## src/rtl/bp_fe_ras_linked_pkg.sv

```systemverilog
// bp_fe_ras_linked_pkg: shared types for the pointer-linked return address stack.
// Configuration macro: BP_FE_RAS_UNDERFLOW_GUARD_EN selects whether the
// per-entry link_v bit exists in the entry type.
package bp_fe_ras_linked_pkg;

  // Controller states: sweep the valid bits after reset, then run forever.
  typedef enum logic {
    e_clear = 1'b0,
    e_run   = 1'b1
  } bp_fe_ras_state_e;

endpackage

// Entry layout, parametrised by target and pointer width. The link_v field
// tracks whether the link points at a live entry; without the underflow
// guard it is not part of the entry at all.
`ifdef BP_FE_RAS_UNDERFLOW_GUARD_EN
`define BP_FE_DECLARE_RAS_ENTRY_S(vaddr_width_mp, idx_width_mp) \
  typedef struct packed {                                   \
    logic [vaddr_width_mp-1:0] tgt;                         \
    logic [idx_width_mp-1:0]   link;                        \
    logic                      link_v;                      \
    logic                      valid;                       \
  } bp_fe_ras_entry_s
`else
`define BP_FE_DECLARE_RAS_ENTRY_S(vaddr_width_mp, idx_width_mp) \
  typedef struct packed {                                   \
    logic [vaddr_width_mp-1:0] tgt;                         \
    logic [idx_width_mp-1:0]   link;                        \
    logic                      valid;                       \
  } bp_fe_ras_entry_s
`endif

```

## src/rtl/bp_fe_ras_linked_if.sv

```systemverilog
// bp_fe_ras_linked_if: push/pop/restore request bundle and stack read-out.
// master = front-end logic driving calls/returns, slave = the RAS itself.
interface bp_fe_ras_linked_if #(
  parameter int vaddr_width_p = 39,
  parameter int ras_els_p     = 8
);
  localparam int ras_idx_width_lp = $clog2(ras_els_p);

  logic                        init_done_o;
  logic                        call_i;
  logic [vaddr_width_p-1:0]    addr_i;
  logic                        return_i;
  logic                        restore_i;
  logic [ras_idx_width_lp-1:0] w_next_i;
  logic [ras_idx_width_lp-1:0] w_tos_i;
  logic                        v_o;
  logic [vaddr_width_p-1:0]    tgt_o;
  logic [ras_idx_width_lp-1:0] next_o;
  logic [ras_idx_width_lp-1:0] tos_o;

  modport master (
    output call_i, addr_i, return_i, restore_i, w_next_i, w_tos_i,
    input  init_done_o, v_o, tgt_o, next_o, tos_o
  );

  modport slave (
    input  call_i, addr_i, return_i, restore_i, w_next_i, w_tos_i,
    output init_done_o, v_o, tgt_o, next_o, tos_o
  );
endinterface

```

## src/rtl/bp_fe_ras_linked_mem_1r1w.sv

```systemverilog
// bp_fe_ras_linked_mem_1r1w: target/link storage array for the RAS.
// Synchronous write, asynchronous read.
module bp_fe_ras_linked_mem_1r1w #(
  parameter int width_p = 8,
  parameter int els_p   = 8,
  localparam int addr_width_lp = $clog2(els_p)
) (
  input  logic                     clk_i,
  input  logic                     w_v_i,
  input  logic [addr_width_lp-1:0] w_addr_i,
  input  logic [width_p-1:0]       w_data_i,
  input  logic [addr_width_lp-1:0] r_addr_i,
  output logic [width_p-1:0]       r_data_o
);

  logic [width_p-1:0] mem_r [els_p];

  // Write port: one entry per cycle when a push is accepted.
  // NOTE: the array has no reset; validity lives in separate reset flops,
  // so stale array contents are never exposed as a usable target.
  always_ff @(posedge clk_i) begin
    if (w_v_i) mem_r[w_addr_i] <= w_data_i;
  end

  assign r_data_o = mem_r[r_addr_i];

endmodule

```

## src/rtl/bp_fe_ras_linked.sv

```systemverilog
// bp_fe_ras_linked: pointer-linked return address stack with checkpointable
// next/tos pointers. Pops are non-destructive; an entry lives until a push
// wraps onto it, so restoring an old {next, tos} recovers the right target.
// Configuration macro: BP_FE_RAS_UNDERFLOW_GUARD_EN (adds tos_v/link_v so a
// pop past the bottom deasserts v_o even on a stale-valid entry).
module bp_fe_ras_linked
  import bp_fe_ras_linked_pkg::*;
#(
  parameter int vaddr_width_p = 39,
  parameter int ras_els_p     = 8,
  localparam int ras_idx_width_lp = $clog2(ras_els_p)
) (
  input  logic              clk_i,
  input  logic              reset_i,
  bp_fe_ras_linked_if.slave ras
);

  `BP_FE_DECLARE_RAS_ENTRY_S(vaddr_width_p, ras_idx_width_lp);

  localparam int mem_width_lp = vaddr_width_p + ras_idx_width_lp;
  localparam logic [ras_idx_width_lp-1:0] last_idx_lp = ras_idx_width_lp'(ras_els_p - 1);
  localparam logic [ras_idx_width_lp-1:0] one_lp      = ras_idx_width_lp'(1);

  bp_fe_ras_state_e            state_r;
  logic                        init_done_r;
  logic [ras_idx_width_lp-1:0] clr_idx_r;
  logic [ras_idx_width_lp-1:0] next_r;
  logic [ras_idx_width_lp-1:0] tos_r;
  logic [ras_els_p-1:0]        valid_r;
`ifdef BP_FE_RAS_UNDERFLOW_GUARD_EN
  logic [ras_els_p-1:0]        link_v_r;
  logic                        tos_v_r;
`endif

  logic                        run;
  logic                        do_restore;
  logic                        do_call;
  logic                        do_return;
  logic [mem_width_lp-1:0]     rd_data;
  logic [vaddr_width_p-1:0]    rd_tgt;
  logic [ras_idx_width_lp-1:0] rd_link;
  bp_fe_ras_entry_s            wr_entry;

  // Restore outranks everything and drops a concurrent call/return;
  // nothing is accepted until the clear sweep has finished.
  assign run        = (state_r == e_run);
  assign do_restore = run & ras.restore_i;
  assign do_call    = run & ~ras.restore_i & ras.call_i;
  assign do_return  = run & ~ras.restore_i & ras.return_i;

  bp_fe_ras_linked_mem_1r1w #(
    .width_p (mem_width_lp),
    .els_p   (ras_els_p)
  ) tgt_link_mem (
    .clk_i    (clk_i),
    .w_v_i    (do_call),
    .w_addr_i (next_r),
    .w_data_i ({wr_entry.tgt, wr_entry.link}),
    .r_addr_i (tos_r),
    .r_data_o (rd_data)
  );

  assign rd_tgt  = rd_data[mem_width_lp-1 -: vaddr_width_p];
  assign rd_link = rd_data[ras_idx_width_lp-1:0];

  // Entry written by a push. A plain call links to the current top; a
  // call+return swap replaces the top, so it inherits the popped link.
  always_comb begin
    // NOTE: default every field first so no path leaves one unassigned
    // (an unassigned path would infer a latch).
    wr_entry       = '0;
    wr_entry.tgt   = ras.addr_i;
    wr_entry.valid = 1'b1;
    if (do_return) begin
      wr_entry.link = rd_link;
`ifdef BP_FE_RAS_UNDERFLOW_GUARD_EN
      wr_entry.link_v = link_v_r[tos_r];
`endif
    end else begin
      wr_entry.link = tos_r;
`ifdef BP_FE_RAS_UNDERFLOW_GUARD_EN
      wr_entry.link_v = tos_v_r;
`endif
    end
  end

  // Controller: clear sweep after reset, then push/pop/restore pointer update.
  // NOTE: all state here uses non-blocking assignments so every flop samples
  // pre-edge values regardless of statement order.
  always_ff @(posedge clk_i or posedge reset_i) begin
    if (reset_i) begin
      state_r     <= e_clear;
      init_done_r <= 1'b0;
      clr_idx_r   <= '0;
      next_r      <= '0;
      tos_r       <= '0;
      valid_r     <= '0;
`ifdef BP_FE_RAS_UNDERFLOW_GUARD_EN
      link_v_r    <= '0;
      tos_v_r     <= 1'b0;
`endif
    end else begin
      case (state_r)
        e_clear: begin
          valid_r[clr_idx_r]  <= 1'b0;
`ifdef BP_FE_RAS_UNDERFLOW_GUARD_EN
          link_v_r[clr_idx_r] <= 1'b0;
`endif
          clr_idx_r <= clr_idx_r + one_lp;
          if (clr_idx_r == last_idx_lp) begin
            state_r     <= e_run;
            init_done_r <= 1'b1;
          end
        end
        e_run: begin
          if (do_restore) begin
            next_r  <= ras.w_next_i;
            tos_r   <= ras.w_tos_i;
`ifdef BP_FE_RAS_UNDERFLOW_GUARD_EN
            tos_v_r <= valid_r[ras.w_tos_i];
`endif
          end else if (do_call) begin
            valid_r[next_r]  <= wr_entry.valid;
`ifdef BP_FE_RAS_UNDERFLOW_GUARD_EN
            link_v_r[next_r] <= wr_entry.link_v;
            tos_v_r          <= 1'b1;
`endif
            tos_r  <= next_r;
            next_r <= next_r + one_lp;
          end else if (do_return) begin
            tos_r   <= rd_link;
`ifdef BP_FE_RAS_UNDERFLOW_GUARD_EN
            tos_v_r <= link_v_r[tos_r];
`endif
          end
        end
        default: state_r <= e_clear;
      endcase
    end
  end

  assign ras.init_done_o = init_done_r;
  assign ras.next_o      = next_r;
  assign ras.tos_o       = tos_r;
  // Never-written entries are masked so the target output carries no X.
  assign ras.tgt_o       = valid_r[tos_r] ? rd_tgt : '0;
`ifdef BP_FE_RAS_UNDERFLOW_GUARD_EN
  assign ras.v_o         = tos_v_r & valid_r[tos_r];
`else
  assign ras.v_o         = valid_r[tos_r];
`endif

endmodule

```

## src/flat_wrapper.sv

```systemverilog
// flat-port wrapper written by rule: the top's interface ports become plain ports
module bp_fe_ras_linked_flat import bp_fe_ras_linked_pkg::*;
#(
  parameter int vaddr_width_p = 39,
  parameter int ras_els_p     = 8,
  localparam int ras_idx_width_lp = $clog2(ras_els_p)
)
  (clk_i, reset_i, ras_call_i, ras_addr_i, ras_return_i, ras_restore_i, ras_w_next_i, ras_w_tos_i, ras_init_done_o, ras_v_o, ras_tgt_o, ras_next_o, ras_tos_o);
  bp_fe_ras_linked_if #(.vaddr_width_p(vaddr_width_p), .ras_els_p(ras_els_p)) ras_i ();
  input  logic clk_i;
  input  logic reset_i;
  input wire logic [$bits(ras_i.call_i)-1:0] ras_call_i;
  input wire logic [$bits(ras_i.addr_i)-1:0] ras_addr_i;
  input wire logic [$bits(ras_i.return_i)-1:0] ras_return_i;
  input wire logic [$bits(ras_i.restore_i)-1:0] ras_restore_i;
  input wire logic [$bits(ras_i.w_next_i)-1:0] ras_w_next_i;
  input wire logic [$bits(ras_i.w_tos_i)-1:0] ras_w_tos_i;
  output wire logic [$bits(ras_i.init_done_o)-1:0] ras_init_done_o;
  output wire logic [$bits(ras_i.v_o)-1:0] ras_v_o;
  output wire logic [$bits(ras_i.tgt_o)-1:0] ras_tgt_o;
  output wire logic [$bits(ras_i.next_o)-1:0] ras_next_o;
  output wire logic [$bits(ras_i.tos_o)-1:0] ras_tos_o;
  assign ras_i.call_i = ras_call_i;
  assign ras_i.addr_i = ras_addr_i;
  assign ras_i.return_i = ras_return_i;
  assign ras_i.restore_i = ras_restore_i;
  assign ras_i.w_next_i = ras_w_next_i;
  assign ras_i.w_tos_i = ras_w_tos_i;
  assign ras_init_done_o = ras_i.init_done_o;
  assign ras_v_o = ras_i.v_o;
  assign ras_tgt_o = ras_i.tgt_o;
  assign ras_next_o = ras_i.next_o;
  assign ras_tos_o = ras_i.tos_o;
  bp_fe_ras_linked #(.vaddr_width_p(vaddr_width_p), .ras_els_p(ras_els_p)) u_core (.clk_i(clk_i), .reset_i(reset_i), .ras(ras_i));
endmodule
```

## config.mk

```make
export PLATFORM = sky130hd
export DESIGN_NAME = bp_fe_ras_linked_flat
export DESIGN_NICKNAME = d
export VERILOG_FILES = /design/src/rtl/bp_fe_ras_linked_pkg.sv /design/src/rtl/bp_fe_ras_linked_if.sv /design/src/rtl/bp_fe_ras_linked_mem_1r1w.sv /design/src/rtl/bp_fe_ras_linked.sv /design/src/flat_wrapper.sv
export SDC_FILE = /design/constraint.sdc
export NUM_CORES = 1
export LEC_CHECK = 0
export ABC_AREA = 0
export BUFFER_PORTS_ARGS = -buffer_cell sky130_fd_sc_hd__buf_2
export CAP_MARGIN = 20
export CORE_MARGIN = 1
export CORE_UTILIZATION = 54
export CTS_CLUSTER_SIZE = 24
export DETAILED_ROUTE_END_ITERATION = 10
export MAX_ROUTING_LAYER = met4
export PLACE_DENSITY = 0.8
export SKIP_LAST_GASP = 1
export SLEW_MARGIN = 20
export SYNTH_ARGS = -nofsm -noshare
export SYNTH_HDL_FRONTEND = slang
export SYNTH_HIERARCHICAL = 1
export SYNTH_SLANG_ARGS = --single-unit
```

## constraint.sdc

```tcl
create_clock -name clk_i -period 4.48 [get_ports clk_i]
set_input_delay 1.344 -clock clk_i [delete_from_list [all_inputs] [get_ports clk_i]]
set_output_delay 1.344 -clock clk_i [all_outputs]
set_load 0.02 [all_outputs]
```

# ---- Word level (Yosys, flattened, before mapping)
# Memories as Yosys holds them, arrays and structs flattened.
# Index checks and enable logic that the tools add are counted.
dict set report word_totals {
  reg_bits 19
  ramBits 336
  input_bits 50
  out_inout_bits 47
  word_cells 51
  n_memories 1
}
# memory depth word_bits read_ports rd_clocked_by_memory_dff wr line_no
set mem_list {}
lappend mem_list {u_core.tgt_link_mem.mem_r 8 42 1 0 1 bp_fe_ras_linked_mem_1r1w.sv:16} ;# logic [width_p-1:0] mem_r [els_p];
dict set report classes {
  addsub 2
  magnitude_cmp 5
  n_eq_ne 3
  n_mux 19
  n_bitwise 9
  n_reduce_logical 6
}
# op count
set ops {}
lappend ops {{$mux 39} 1}
lappend ops {{$mux 8} 2}
lappend ops {{$pmux 8 s2} 1}
lappend ops {{$mux 3} 5}
lappend ops {{$lt 3x4->1 const B} 3}
lappend ops {{$and 8x8->8} 1}
lappend ops {{$not 8->8} 1}
lappend ops {{$or 8x8->8} 1}
lappend ops {{$mux 1} 7}
lappend ops {{$add 3x1->3 const B} 2}
lappend ops {{$demux 1 s3} 2}
lappend ops {{$ge 3x1->1 const B} 2}
lappend ops {{$reduce_and 2->1} 3}
lappend ops {{$and 1x1->1} 4}
lappend ops {{$ne 2x2->1 const B} 2}
lappend ops {{$bmux 1 s3} 1}
lappend ops {{$eq 3x3->1 const B} 1}
lappend ops {{$logic_and 1x1->1} 2}
lappend ops {{$not 1->1} 2}
lappend ops {{$reduce_bool 2->1} 1}

# ---- Logic depth before layout (Yosys ltp)
# Gate-level depths: netlist (run 1).
dict set report depth {
  word_depth 8
  depth_mapped 7
}

# ---- Hierarchy
# The synthesis (run 1) kept the hierarchy.
# mod n_inst cells_per_inst area_each_um2 seq_area_each_um2
set modules_own_cells {}
lappend modules_own_cells {bp_fe_ras_linked_mem_1r1w 1 498 12662.1 10089.7}
lappend modules_own_cells {bp_fe_ras_linked 1 193 1580.3 475.5}

# ---- Worst setup path after synthesis (run 1)
# No wires, ideal clock.
dict set report synth_timing {
  path_kind {in2reg}
  from {in ras_call_i}
  to {mem u_core/tgt_link_mem/mem_r[4][0] (netlist name), enable pin}
  setup_time_ps 493
  t_arrival_ps 4849
  required_ps 3987
  path_slack_ps -862
  stages 4
  path_buffers 1
  cell_sequence {clkbuf_1 -> nor3b_1 -> nand2_1 -> nor3_1}
}
dict set report synth_via {
  elab_chain_len 3
}
# item line_no
set synth_lines {}
lappend synth_lines {{start, declared} flat_wrapper.sv:12} ;# input wire logic [$bits(ras_i.call_i)-1:0] ras_call_i;
lappend synth_lines {{$and 1x1->1} bp_fe_ras_linked.sv:48} ;# assign do_call = run & ~ras.restore_i & ras.call_i;
lappend synth_lines {{via u_core.do_call} bp_fe_ras_linked.sv:37} ;# logic do_call;
lappend synth_lines {{$mux 1} bp_fe_ras_linked_mem_1r1w.sv:22} ;# if (w_v_i) mem_r[w_addr_i] <= w_data_i;
lappend synth_lines {{$mux 1 (implied by the code)} bp_fe_ras_linked_mem_1r1w.sv:22}
lappend synth_lines {{end, declared} bp_fe_ras_linked_mem_1r1w.sv:16}
# The timed path passes the listed nets, and every way through them passes these cells.

# ---- Final worst setup path (run 1)
dict set report layout_timing {
  from {reg u_core.tos_r[0], in the netlist u_core/ras.tos_o[0]}
  to {out ras_tgt_o[34]}
}
dict set report layout_via {
  elab_cells_between_ends 4
  cone_classes {3 x mux; 1 x memory}
}
# item line_no
set layout_rtl {}
lappend layout_rtl {{start, declared} bp_fe_ras_linked.sv:28} ;# logic [ras_idx_width_lp-1:0] tos_r;
lappend layout_rtl {{start signal, assigned} bp_fe_ras_linked.sv:118} ;# tos_r <= ras.w_tos_i;
lappend layout_rtl {{start signal, assigned} bp_fe_ras_linked.sv:128} ;# tos_r <= next_r;
lappend layout_rtl {{start signal, assigned} bp_fe_ras_linked.sv:131} ;# tos_r <= rd_link;
lappend layout_rtl {{$mem_v2 8x42} n/a}
lappend layout_rtl {{via u_core.rd_data[37]} bp_fe_ras_linked.sv:39} ;# logic [mem_width_lp-1:0] rd_data;
lappend layout_rtl {{$mux 39} bp_fe_ras_linked.sv:146} ;# assign ras.tgt_o = valid_r[tos_r] ? rd_tgt : '0;
lappend layout_rtl {{end, declared} flat_wrapper.sv:20} ;# output wire logic [$bits(ras_i.tgt_o)-1:0] ras_tgt_o;
# The timed path passes the listed nets, and every way through them passes these cells. The select of a mux whose other input is x is not followed.

==> summary.md, run 1 <==
| Metric | Value |
|---|---|
| Worst Path Arrival | 2.81 ns |
| Setup TNS | 0 ns |
| Post-synth top area share | 0.7084 |
| Cells after synthesis | 691 |
| CTS tree | yes |
| CP peak stage delay | 0.83 ns |
| RSZ-0062 raised after global routing | no |
| Slew Limit Fails | 0 |
| CTS clk-pin slew, worst paths | 0.06 ns |
| Setup WS post-layout | 0.3210 ns |
| Chip height | 164.4 µm |
| Final setup violation count | 0 |
| Die width | 164.4 µm |
| Max Cap Violations | 0 |
| Share of the yosys chip area belonging to registers | 0.7418 |
| Largest cells by area after synthesis | edfxtp_1 (71%), mux4_2 (13%), mux2_2 (3.7%) |
| Post-DP HPWL | 15,080 µm |
| Post-Syn Area | 14,240 µm² |
| Cells along the critical path | buf_12, mux4_2, mux2_2, inv_1, nor3_2, buf_2 |
| Crit path buffers/inverters | 3 |
| Initial Util | 0.5481 |
| Max FO, Critical Path | 30 |
| H-tree depth | 2 |
| Pre-CTS WS | 0.8147 ns |
| Row Count | 59 |
| Top FF cell, synth | edfxtp_1 |
| Postcts setup bufs | 0 |
| Hold Slack | 0.4576 ns |
| First drt pass iteration count | 4 |
| Placed cell areas | 15,180 µm² |
| FFs w/ async S/R, synth | 0.05352 |
| EDFF count, synth | 336 |
| Mean Syn Cell Area | 20.61 µm² |
| Ports | 97 |
| Vias in the first global route | 7,229 |
| Layout cells sized above 1 | 0.3803 |
| Leak | 5.461 nW |
| I/O Buffers | 96 |
| Vias per Instance | 5.982 |
| Unique masters post-synth | 37 |
| Syn Nets | 744 |
| PwrDens | 467.5 nW/µm² |
| Largest net degree at the start of global routing | 66 |
| Synthesis-to-finish area growth | 13.61% |
| Post-route ant nets | 0 |
| Hold_buf cts | 0 |
| CTS resizes | 0 |
| Clock tree root driver cell | clkbuf_16 |
| Synth area leader | edfxtp_1 |
| Maximum VDD drop | 0.2347 mV |
| Vias | 6,939 |
| Synth cell count leaders | edfxtp_1 (336), mux4_2 (84), mux2_2 (47), inv_1 (46), nor3_1 (32) |
| Slew @ Worst Pin | 0.7590 ns |
| Skew-Pair Late Insertion Delay | 0.51 ns |
| Initial antenna violation count | 2 |
| DR WL/cell | 23.64 µm |
| F_max | 0.2404 GHz |
| Core area | 25,980 µm² |
| Synth Warn # | 6 |
| CP Class | reg2out |
| Setup crit start kind | flop |
| GRT Util Overall | 0.2187 |
| Status | completed |
| Highest-delay cell along the critical path | dfrtp_4 |
| CP Capture Type | primary output |
| Register bit total from synthesis | 355 |
| GPL Wtd Cong | 0.7931 |
| Skew final | 0.02447 ns |
| Total CTS buffers | 35 |
| Min cycle time layout | 4.159 ns |
| Die Area | 27,030 µm² |
| HP Class | reg2reg |
| Final std cells w/o fill | 1,160 |
| Routed wire length | 27,420 µm |
| Final Core Density | 0.6227 |
| Clock Sink Count | 355 |
| Most common cell in the netlist | edfxtp_1 |
| Gr ovfl total | 0 |
| First-pass GRT wire length | 41,770 µm |
| Post-route clock period utilization | 0.9283 |
| Slew HR | 0.4940 |
| Worst path required time | 3.14 ns |
| Initial drt markers | 605 |
| Final hold vios | 0 |
| DR DRC count | 0 |
| Total Power | 7.564 mW |
| Inst Count DP | 1,102 |
| Clk buf depth | 3 |
| Delay-heaviest family, CP | flip-flops |
| Design area | 16,180 µm² |
| Final #Nets | 857 |
[final timing paths]
kind | from | end | slack (ns) | cells after the start
max | u_core/ras.tos_o[0] | ras_tgt_o[34] | 0.32 | 6
min | u_core/ras.init_done_o | u_core/ras.init_done_o | 0.46 | 1
max reg2reg | u_core/run | u_core/tgt_link_mem/mem_r[4][3] | 1.77 | 5
min reg2reg | u_core/ras.init_done_o | u_core/ras.init_done_o | 0.46 | 1
max in group asynchronous | reset_i | u_core/ras.tos_o[2] | 2.95 | 2
min in group asynchronous | reset_i | u_core/ras.tos_o[0] | 0.96 | 2
[cells in the final DEF (no fill, tap or decap), types with 3 or more instances in the layout]
master     instances
a21oi_1            5
a31oi_1            4
a32o_1             3
buf_12             9
buf_2             96
buf_4              8
clkbuf_1          10
clkbuf_16         35
clkinv_1           4
clkinv_2           3
dfrtp_1           16
edfxtp_1         336
ha_1               3
inv_1             46
mux2_2            47
mux2i_1            3
mux4_2            84
nand2_1            8
nand2b_1           8
nand3_1            3
nor2_1             4
nor2_4             6
nor3_1            30
nor3_2            10
o21ai_0            9
o31ai_1            7
[power by group]
| part | switching [mW] | total, mW | internal (mW) |
|---|---|---|---|
| logic | 0.640 | 1.12 | 0.485 |
| registers | 0.0799 | 3.82 | 3.74 |
| clock network | 1.13 | 2.62 | 1.49 |
[sequential cells by signal, indices dropped and copies added (netlist names)]
name	count
u_core/tgt_link_mem/mem_r	336
u_core/run	1
u_core/ras.tos_o	3
u_core/valid_r	8
u_core/ras.init_done_o	1
u_core/clr_idx_r	3
u_core/ras.next_o	3
[cell type report]
| cell class | instances | area, µm² |
|---|---|---|
| inverter | 46 | 172.7 |
| multi-input combinational | 253 | 3289 |
| timing repair buffer | 113 | 720.7 |
| clock inverter | 11 | 86.33 |
| fill | 1818 | 9804 |
| sequential | 355 | 10570 |
| antenna | 2 | 5.005 |
| tap | 335 | 419.2 |
| clock buffer | 45 | 913.4 |
[worst register-to-register path, stage by stage (launching register included)]
cell	delay (ns)
dfrtp_1	0.67
inv_1	0.23
nor3b_1	0.31
nand2_1	0.29
nor3_4	0.20
buf_4	0.61
[routing by layer]
layer | GRT usage | share of wire
met3 | 0.03692 | 0.067
met5 | - | 0
met1 | 0.2962 | 0.42
met4 | 0.06505 | 0.018
met2 | 0.3458 | 0.49
[cell families (layout without fill, tap and decap cells)]
logic type	Yosys count	in the layout	synth area share
AOI/OAI and AO/OA	35	35	0.01739
xor gates and xnor gates	1	1	0.0006151
adders and majority gates	3	3	0.002636
buffers and inverters	83	215	0.03198
DFF	355	355	0.7418
muxes	136	136	0.1742
other	0	2	0
and+or+nand+nor	78	78	0.03136
Power figures use the tool's default switching activity.
==> run 2: changes to the inputs <==
Settings changed: BUFFER_PORTS_ARGS -buffer_cell sky130_fd_sc_hd__buf_2 to -buffer_cell sky130_fd_sc_hd__buf_4, REMOVE_ABC_BUFFERS set to 1.
==> summary.md, run 2 (same netlist as run 1, synthesis figures left out) <==
| Metric | Value |
|---|---|
| Reg power frac | 0.479 |
| Row Count | 59 |
| DR WL/cell | 23.97 µm |
| Final Core Density | 0.6371 |
| CTS clk-pin slew, worst paths | 0.06 ns |
| Pre-CTS WS | 0.8386 ns |
| Skew-Pair Late Insertion Delay | 0.51 ns |
| GRT Util Overall | 0.2232 |
| Worst path required time | 3.14 ns |
| Status | completed |
| Slew Limit Fails | 0 |
| Int Power | 6.072 mW |
| Sw Share | 0.2400 |
| Clock tree root driver cell | clkbuf_16 |
| Most frequent cells in the layout | edfxtp_1 (336), buf_4 (116), mux4_2 (84) |
| GPL Wtd Cong | 0.7659 |
| Routed wire length | 28,120 µm |
| CTS resizes | 0 |
| Vias per Instance | 5.960 |
| Final std cells w/o fill | 1,173 |
| Share of total power in the clock network | 0.369 |
| Clk buf depth | 3 |
| CP peak stage delay | 0.71 ns |
| Post-route ant nets | 0 |
| Inst Count DP | 1,109 |
| F_max | 0.2418 GHz |
| Ports | 97 |
| Setup crit start kind | flop |
| Largest net degree at the start of global routing | 47 |
| Cells along the critical path | buf_12, mux4_2, mux2_2, inv_1, nor3_1, buf_4 |
| Clock Sink Count | 355 |
| Regs by FF count | u_core/tgt_link_mem/mem_r x336, u_core/valid_r x8 |
| Skew final | 0.01474 ns |
| Most flops, register | u_core/tgt_link_mem/mem_r |
| Slew @ Worst Pin | 0.7693 ns |
| Worst Path Arrival | 2.79 ns |
| Max reg flops | 336 |
| Core area | 25,980 µm² |
| Most common cell after layout, fill and taps aside | edfxtp_1 |
| Die width | 164.4 µm |
| Max FO, Critical Path | 38 |
| Maximum VDD drop | 0.3985 mV |
| Post-DP HPWL | 15,500 µm |
| Power share of the combinational group | 0.152 |
| Postcts setup bufs | 0 |
| Hold Slack | 0.4809 ns |
| Final setup violation count | 0 |
| H-tree depth | 2 |
| Layout cells sized above 1 | 0.3926 |
| Gr ovfl total | 0 |
| Initial drt markers | 586 |
| Worst R2R Setup Slack | 1.66 ns |
| Final #Nets | 865 |
| Min cycle time layout | 4.135 ns |
| Setup WS post-layout | 0.3446 ns |
| Net Sw Power | 1.917 mW |
| Max Cap Violations | 0 |
| CP Class | reg2out |
| CP Capture Type | primary output |
| Total Power | 7.989 mW |
| Max layer used | met4 |
| CTS tree | yes |
| PwrDens | 482.6 nW/µm² |
| Wl on met1 | 11,350 µm |
| Number of diodes | 0 |
| Slew HR | 0.4871 |
| Vias in the first global route | 7,162 |
| Highest-delay cell along the critical path | dfrtp_4 |
| Leak | 5.636 nW |
| Met2 WL | 14,230 µm |
| Total CTS buffers | 36 |
| Die Area | 27,030 µm² |
| Initial Util | 0.5481 |
| HP Class | reg2reg |
| Chip height | 164.4 µm |
| Synthesis-to-finish area growth | 16.24% |
| Initial antenna violation count | 0 |
| Vias | 6,991 |
| Post-route clock period utilization | 0.9231 |
| First drt pass iteration count | 5 |
| Final hold vios | 0 |
| Routed wl met3 | 1933 µm |
| Hold_buf cts | 0 |
| First-pass GRT wire length | 42,380 µm |
| I/O Buffers | 96 |
| DR DRC count | 0 |
| RSZ-0062 raised after global routing | no |
-- run 2: layout make-up --
class                      count  area, µm²
tap                          335      419.2
inverter                      46      172.7
clock inverter                19      186.4
timing repair buffer         120      950.9
multi-input combinational    253       3277
fill                        1752       9429
clock buffer                  45      975.9
sequential                   355      10570
-- run 2: final timing paths --
check / from / endpoint / cells after the start
setup / recovery: u_core/ras.tos_o[0] / ras_tgt_o[32] / 6
hold / removal: u_core/ras.init_done_o / u_core/ras.init_done_o / 1
setup reg to reg: u_core/run / u_core/tgt_link_mem/mem_r[1][0] / 5
hold reg to reg: u_core/ras.init_done_o / u_core/ras.init_done_o / 1
max in group asynchronous: reset_i / u_core/ras.tos_o[0] / 2
min in group asynchronous: reset_i / u_core/ras.next_o[0] / 2
-- run 2: worst max-delay path: cells and delay by family, from the launching register on --
kind | cells | cell delay (ns)
flops | 1 | 0.71
buf+inv | 3 | 0.62
simple gates | 1 | 0.07
mux | 2 | 0.86
-- run 2: layer usage --
metal / track usage / vias up
met4: 0.06255 / 0
li1: - / 3035
met2: 0.3646 / 286
met5: - / -
met3: 0.03842 / 44
met1: 0.2924 / 3626
-- run 2: power by group through the flow --
stage / logic, mW / registers (mW) / clock network (mW)
2_1_floorplan: 0.725 / 3.92 / 0
3_3_place_gp: 1.20 / 3.89 / 0
3_5_place_dp: 1.22 / 3.89 / 0
4_1_cts: 1.23 / 3.83 / 3.00
5_1_grt: 1.30 / 3.84 / 3.13
6_report: 1.22 / 3.82 / 2.95
-- run 2: stage by stage --
step                      cell area [µm²]  TNS, ns
after floorplan                     13960  -135.57
after global placement              15390        0
after detailed placement            15390        0
after CTS                           16560        0
after global routing                16560        0
final                               16560        0
==> run 3: changes to the inputs <==
--- a/constraint.sdc
+++ b/constraint.sdc
@@ -3,2 +3,2 @@
 set_output_delay 1.344 -clock clk_i [all_outputs]
-set_load 0.02 [all_outputs]
+set_load 0.1 [all_outputs]
==> summary.md, run 3 (same netlist as run 1, synthesis figures left out) <==
| Metric | Value |
|---|---|
| Vias per Instance | 5.892 |
| Total CTS buffers | 36 |
| Post-DP HPWL | 14,720 µm |
| Max FO, Critical Path | 49 |
| Slew @ Worst Pin | 0.9023 ns |
| Postcts setup bufs | 0 |
| Max Cap Violations | 0 |
| DR WL/cell | 23.55 µm |
| Highest-delay cell along the critical path | dfrtp_4 |
| Number of diodes | 0 |
| Final #Nets | 860 |
| Hold_buf cts | 0 |
| Leak | 5.522 nW |
| Slew Limit Fails | 0 |
| Most common cell after layout, fill and taps aside | edfxtp_1 |
| PwrDens | 517.5 nW/µm² |
| Min cycle time layout | 4.209 ns |
| Initial Util | 0.5481 |
| Setup crit start kind | flop |
| CTS resizes | 0 |
| F_max | 0.2376 GHz |
| First-pass GRT wire length | 41,300 µm |
| Placed cell areas | 15,340 µm² |
| Cells along the critical path | buf_12, mux4_2, mux2_2, inv_1, nor3_1, buf_4 |
| Post-route ant nets | 0 |
| DR DRC count | 0 |
| Slew HR | 0.3985 |
| Final hold vios | 0 |
| Initial antenna violation count | 0 |
| Die Area | 27,030 µm² |
| Regs by FF count | u_core/tgt_link_mem/mem_r x336, u_core/valid_r x8 |
| Clk buf depth | 3 |
| Gr ovfl total | 0 |
| Skew-Pair Late Insertion Delay | 0.51 ns |
| Final std cells w/o fill | 1,163 |
| CP peak stage delay | 0.64 ns |
| CP Class | reg2out |
| Post-route clock period utilization | 0.9396 |
| Initial drt markers | 577 |
| GRT Util Overall | 0.2177 |
| CTS tree | yes |
| Clock Sink Count | 355 |
| Clock tree root driver cell | clkbuf_16 |
| Layout cells sized above 1 | 0.3804 |
| Most flops, register | u_core/tgt_link_mem/mem_r |
| Skew final | 0.02119 ns |
| RSZ-0062 raised after global routing | no |
| Final setup violation count | 0 |
| Die width | 164.4 µm |
| HP Class | reg2reg |
| CTS clk-pin slew, worst paths | 0.06 ns |
| Most frequent cells in the layout | edfxtp_1 (336), buf_4 (111), mux4_2 (84) |
| Vias | 6,852 |
| GPL Wtd Cong | 0.8181 |
| Max reg flops | 336 |
| Core area | 25,980 µm² |
| Worst path required time | 3.14 ns |
| Ports | 97 |
| First drt pass iteration count | 5 |
| Status | completed |
| CP Capture Type | primary output |
| Largest net degree at the start of global routing | 50 |
| Maximum VDD drop | 0.5482 mV |
| Total Power | 8.466 mW |
| Worst Path Arrival | 2.87 ns |
| Synthesis-to-finish area growth | 14.86% |
| Design area | 16,360 µm² |
| I/O Buffers | 96 |
| Routed wire length | 27,390 µm |
| H-tree depth | 2 |
| Inst Count DP | 1,104 |
| Row Count | 59 |
| Chip height | 164.4 µm |
| Vias in the first global route | 7,078 |
| # fillers | 1,776 |
-- run 3: worst max-delay path: cells and delay by family (launching register included) --
kind,cells,cell delay [ns]
DFF,1,0.64
muxes,2,0.83
and+or+nand+nor,1,0.07
buffers and inverters,3,0.76
-- run 3: power breakdown --
| group | leakage (nW) | switching (mW) | total (mW) | internal (mW) |
|---|---|---|---|---|
| sequential | 3.25 | 0.0718 | 3.81 | 3.74 |
| combinational | 1.78 | 1.47 | 2.03 | 0.559 |
| clock | 0.490 | 1.15 | 2.62 | 1.47 |
| total | 5.52 | 2.70 | 8.47 | 5.77 |
-- run 3: layout make-up --
type | count | area [µm²] | area share
well taps | 335 | 419.2 | 0.02562
flip-flops and latches | 355 | 10570 | 0.6464
clock buffers | 44 | 930.9 | 0.05690
inverters | 46 | 172.7 | 0.01055
repair buffers | 115 | 904.6 | 0.05530
clock inverters | 15 | 81.33 | 0.004971
multi-input cells | 253 | 3277 | 0.2003
-- run 3: path summary, 6_finish.rpt --
| path | startpoint | to | slack (ns) | depth (start not counted) |
|---|---|---|---|---|
| max | u_core/ras.tos_o[0] | ras_tgt_o[28] | 0.27 | 6 |
| min | u_core/ras.init_done_o | u_core/ras.init_done_o | 0.47 | 1 |
| max reg2reg | u_core/run | u_core/tgt_link_mem/mem_r[1][21] | 1.68 | 5 |
| min reg2reg | u_core/ras.init_done_o | u_core/ras.init_done_o | 0.47 | 1 |
| max in group asynchronous | reset_i | u_core/ras.tos_o[0] | 2.96 | 2 |
| min in group asynchronous | reset_i | u_core/valid_r[5] | 0.97 | 2 |
-- run 3: per-layer routing --
metal,vias up,routed length (µm),track usage
met5,-,0,-
met4,0,636,0.06964
met3,46,1750,0.04043
met2,242,13930,0.3539
met1,3536,11070,0.2811
li1,3028,-,-
-- run 3: stage by stage --
step,hold WS [ns],utilization,worst slack [ns],TNS [ns]
after floorplan,0.4659,-,-3.849,-228.56
after global placement,0.4590,0.5905,0.6973,0
after detailed placement,0.4628,0.5905,0.6387,0
after CTS,0.4763,0.6294,0.08076,0
after global routing,0.4985,0.6296,0.1152,0
final,0.4691,0.6296,0.2705,0
